`src/rtl/writeback_arbiter.sv`:
```
// writeback_arbiter: owns the register-file write port. Merges the in-order
// MEM/WB result with buffered multi-cycle (mul/div) results, one write per
// cycle, and tracks pending multi-cycle destinations to drive the decode
// hazard stall.
module writeback_arbiter #(
    parameter int DEPTH = 4,
    parameter int AW    = 2
) (
    input  logic          clk,
    input  logic          reset,
    input  logic          wb_valid,
    input  logic [4:0]    wb_rd,
    input  logic [31:0]   wb_data,
    input  logic          mc_valid,
    input  logic [4:0]    mc_rd,
    input  logic [31:0]   mc_data,
    output logic          mc_ready,
    input  logic          mc_issue,
    input  logic [4:0]    mc_issue_rd,
    input  logic [4:0]    read_reg1,
    input  logic [4:0]    read_reg2,
    input  logic [4:0]    dec_rd,
    input  logic          dec_reg_write,
    output logic          hazard_stall,
    output logic          do_reg_write,
    output logic [4:0]    do_write_reg,
    output logic [31:0]   write_data,
    output logic [AW:0]   fifo_count
);

    localparam logic [AW:0]   FULL_CNT = (AW+1)'(DEPTH);
    localparam logic [AW:0]   CNT_ONE  = (AW+1)'(1);
    localparam logic [AW-1:0] PTR_ONE  = AW'(1);

    // Multi-cycle result FIFO storage
    logic [4:0]    fifo_rd_q   [DEPTH];
    logic [31:0]   fifo_data_q [DEPTH];
    logic [AW-1:0] wr_ptr_q, rd_ptr_q;
    logic [AW:0]   count_q, count_d;

    // Pending scoreboard for multi-cycle destinations
    logic [31:0]   pending_q, pending_d;

    // Write-port output registers
    logic          we_q, we_d;
    logic [4:0]    wr_q, wr_d;
    logic [31:0]   wd_q, wd_d;

    logic          push, pop, wb_win;
    logic [4:0]    head_rd;
    logic [31:0]   head_data;

    // Ready depends only on registered occupancy, never on the same-cycle pop.
    assign mc_ready  = (count_q != FULL_CNT);
    // Writes to x0 are accepted on the handshake but never stored.
    assign push      = mc_valid && mc_ready && (mc_rd != 5'd0);
    assign wb_win    = wb_valid && (wb_rd != 5'd0);
    assign head_rd   = fifo_rd_q[rd_ptr_q];
    assign head_data = fifo_data_q[rd_ptr_q];

    assign hazard_stall = pending_q[read_reg1] | pending_q[read_reg2] |
                          (dec_reg_write & pending_q[dec_rd]);

    assign do_reg_write = we_q;
    assign do_write_reg = wr_q;
    assign write_data   = wd_q;
    assign fifo_count   = count_q;

    // Arbitrate the write port, update occupancy and the scoreboard
    always_comb begin
        we_d      = 1'b0;
        wr_d      = wr_q;
        wd_d      = wd_q;
        pop       = 1'b0;
        pending_d = pending_q;
        count_d   = count_q;

        if (wb_win) begin
            we_d = 1'b1;
            wr_d = wb_rd;
            wd_d = wb_data;
        end else if (count_q != '0) begin
            pop                = 1'b1;
            we_d               = 1'b1;
            wr_d               = head_rd;
            wd_d               = head_data;
            pending_d[head_rd] = 1'b0;
        end

        // A new issue to the same register overrides the clear from the pop.
        if (mc_issue && (mc_issue_rd != 5'd0)) begin
            pending_d[mc_issue_rd] = 1'b1;
        end
        pending_d[0] = 1'b0;

        case ({push, pop})
            2'b10:   count_d = count_q + CNT_ONE;
            2'b01:   count_d = count_q - CNT_ONE;
            default: count_d = count_q;
        endcase
    end

    // FIFO entry write on push
    always_ff @(posedge clk) begin
        if (push) begin
            fifo_rd_q[wr_ptr_q]   <= mc_rd;
            fifo_data_q[wr_ptr_q] <= mc_data;
        end
    end

    // State registers with asynchronous reset
    always_ff @(posedge clk or posedge reset) begin
        if (reset) begin
            wr_ptr_q  <= '0;
            rd_ptr_q  <= '0;
            count_q   <= '0;
            pending_q <= '0;
            we_q      <= 1'b0;
            wr_q      <= '0;
            wd_q      <= '0;
        end else begin
            if (push) wr_ptr_q <= wr_ptr_q + PTR_ONE;
            if (pop)  rd_ptr_q <= rd_ptr_q + PTR_ONE;
            count_q   <= count_d;
            pending_q <= pending_d;
            we_q      <= we_d;
            wr_q      <= wr_d;
            wd_q      <= wd_d;
        end
    end

endmodule

```
`config.mk`:
```
export PLATFORM = sky130hd
export DESIGN_NAME = writeback_arbiter
export DESIGN_NICKNAME = d
export VERILOG_FILES = /design/src/rtl/writeback_arbiter.sv
export SDC_FILE = /design/constraint.sdc
export NUM_CORES = 1
export LEC_CHECK = 0
export CORE_MARGIN = 2
export CORE_UTILIZATION = 55
export CTS_CLUSTER_SIZE = 28
export DETAILED_ROUTE_END_ITERATION = 8
export DONT_BUFFER_PORTS = 1
export HOLD_SLACK_MARGIN = 0.08
export PLACE_DENSITY = 0.7
export REMOVE_ABC_BUFFERS = 1
export SYNTH_ARGS = -nofsm -noshare
export SYNTH_HDL_FRONTEND = slang
export SYNTH_SLANG_ARGS = --single-unit
```
`constraint.sdc`:
```
create_clock -name clk -period 2.9 [get_ports clk]
set_input_delay 0.435 -clock clk [delete_from_list [all_inputs] [get_ports clk]]
set_output_delay 0.435 -clock clk [all_outputs]
set_load 0.005 [all_outputs]
```
==> run metrics <==
synthesized area 9614 sq um; critical path arrival 2140 ps; FF-to-FF path depth 11; Syn Area/Cell 14.75 sq um; EDFF count, synth 148; Final Hold Fails 0; max reg flops 128; r2r endpoint fifo_count[2]; hold path startpoint wb_valid; Max Freq 389.1 MHz; Worst Path Required 2470 ps; share of cells above drive strength 1 16.05%; post-synth cell types 50; Leak 4.028 nW; Clock Skew 17.27 ps; Primary FF master, synth edfxtp_1; initial antenna violation count 0; cts bufs inserted 23; Clock Sinks 224; Initial Util 55.97%; outcome finished, final reports clean; YS warnings 0; Layout area overhead 16.96%; pre-CTS WS 165.8 ps; Worst setup SP type register; Slew Limit Headroom 59.49%; DIE WIDTH 136.2 um; fin crit period 2570 ps; Final #Nets 824; largest register by flop count fifo_data_q; MaxCap Viol Count 0; register area share after synthesis 66.01%; Chip Height 136.2 um; Finished Core Util 65.46%; ANT nets after route 0; Clock Latency Late Sink 510 ps; worst slew pin tran 607.6 ps; GP Congestion 0.8960; PwrDens 961.8 nW/um^2; Post-DP HPWL 13,820 um; detailed-route via count 5,977; Layout fillers 1,233; first-pass GRT wire length 32,970 um; CP Capture Type output pin; postcts setup bufs 0; Tcrit/Tclk final 88.62%; Max Root-Sink Buffers 3; Initial DRT Pass Iterations 6; DRC Markers 0; die area 18,550 sq um; Hold Crit Depth 2; pin count of the biggest net entering global routing 45; crit-path max FO 4; worst setup path class register to output pin; dominant cells by area after synthesis edfxtp_1 46%, dfrtp_1 20%, mux4_2 12%; end of the worst hold path do_write_reg[2]; vias in the first global route 6,236; RSZ-0062 raised after global routing false; Max Slew Vio Count 0; Tot GR Track Use 23.19%; Yosys top cell area share 46.23%; TritonCTS clock tree done; Top Ports 143; Worst-path clk slew 60 ps; maximum vdd drop 0.6993 mV; # rows 48; final WL 21,050 um; worst min path class primary input to register; total core area 17,180 sq um; CTS Root Cell clkbuf_16; number of DRC markers in iteration 0 370; IO buf count 0; Syn Inst Count 652; diode count 0; DR WL/cell 21.92 um; Multi-input gate area 3084 sq um; Reg area 6349 sq um; grt ovf 0; Worst R2R Start fifo_count[0]; H-tree levels 1; post-layout worst setup margin 329.9 ps; Via density 6.226; Async SR Flop Fraction 33.93%; Setup-failing EPs final 0; Yosys reg bits 224; R2R setup slack 650 ps; leading area contributor after synthesis edfxtp_1
## how the worst max path moves through the flow
stage	from	to	slack, ps	depth (start not counted)
detailed placement	wb_rd[0]	fifo_count[2]	170	9
global route	pending_q[21]	hazard_stall	240	5
global placement	wb_rd[0]	fifo_count[2]	250	9
CTS	pending_q[21]	hazard_stall	350	5
floorplan	fifo_count[0]	fifo_count[2]	-610	8
finish	pending_q[21]	hazard_stall	330	5
## layer usage
metal  part of all wire, %  track usage, %  vias up
li1                      -               -     2644
met1                    41           30.79     3067
met2                    51           39.36      237
met3                   7.0           4.847       29
met4                   1.7           6.192        0
met5                     0               0        -
## synthesized netlist by cell type (2+ instances only)
| cell type | count |
|---|---|
| edfxtp_1 | 148 |
| clkbuf_1 | 17 |
| mux4_1 | 2 |
| xnor2_1 | 3 |
| a21oi_1 | 8 |
| o211ai_1 | 2 |
| o21ai_0 | 61 |
| nor4_1 | 2 |
| mux4_2 | 50 |
| nor2b_1 | 4 |
| nor3_1 | 2 |
| nand3b_1 | 6 |
| dfrtp_1 | 76 |
| nand3_1 | 4 |
| buf_2 | 15 |
| a311o_1 | 2 |
| mux2_2 | 6 |
| a31oi_1 | 35 |
| mux2i_1 | 16 |
| or3b_2 | 2 |
| nand4_1 | 6 |
| o21ai_1 | 8 |
| nand2b_1 | 6 |
| ha_1 | 5 |
| nand2_1 | 81 |
| or3_1 | 3 |
| inv_1 | 11 |
| xor2_1 | 3 |
| nor3b_1 | 2 |
| and2_1 | 5 |
| nand4_2 | 2 |
| nor2_1 | 41 |
## layout by cell type (no fill, tap or decap), types with 3 or more instances in the layout
master / n
a21oi_1: 8
dlygate4sd3_1: 60
nor2_1: 41
mux2_2: 6
o21ai_1: 8
xor2_1: 3
clkbuf_1: 9
nand3_1: 4
mux2i_1: 16
xnor2_1: 3
mux4_2: 50
edfxtp_1: 148
clkbuf_16: 24
dfrtp_1: 74
buf_12: 4
buf_4: 10
nand2_1: 81
ha_1: 5
nand4_1: 6
nor2b_1: 4
and2_2: 4
nand2b_1: 6
o21ai_0: 61
inv_1: 10
clkinv_2: 4
nand3b_1: 6
a31oi_1: 35
## critical path, cell delays in order, from the launching register on
cell and delay, ps:
dfrtp_1 420, mux4_2 490, nor2_1 140, nor4_1 70, nor4_1 330, nand4_1 180
## report_power, final
part	switching [mW]	total [mW]	internal, mW
logic	1.60	3.01	1.42
registers	0.646	4.99	4.34
clock network	1.17	2.82	1.65
## kinds of logic (layout without fill, tap and decap cells)
family | Yosys count | in the layout | synth area share [%]
fa+ha+maj | 6 | 6 | 0.8589
compound gates | 129 | 129 | 7.861
xor+xnor | 6 | 6 | 0.5467
flops | 224 | 224 | 66.01
simple gates | 168 | 168 | 8.069
mux | 74 | 74 | 14.63
buf+inv | 45 | 128 | 2.030
## layout make-up
cell class	count	area share, %
multi-input cells	383	27.43
inverters	12	0.4117
repair buffers	74	6.721
clock buffers	34	5.764
flip-flops and latches	224	56.46
clock inverters	8	0.7121
well taps	225	2.504
## metrics by stage
stage | hold WS (ps) | TNS (ps) | power, mW | cells | area, sq um
floorplan | 488.2 | -5074 | 7.006 | 619 | 9464
global placement | 391.3 | 0 | 7.857 | 858 | 9916
detailed placement | 397.1 | 0 | 8.013 | 858 | 9916
CTS | 80.18 | 0 | 10.91 | 959 | 11230
global route | 84.26 | 0 | 11.42 | 960 | 11240
finish | 95.94 | 0 | 10.81 | 960 | 11240
## repair_timing
action	4_1_cts	5_1_grt
hold endpoints to repair	194	1
resized for setup	0	0
hold buffers	59	1
(Power assumes the default switching activity.)
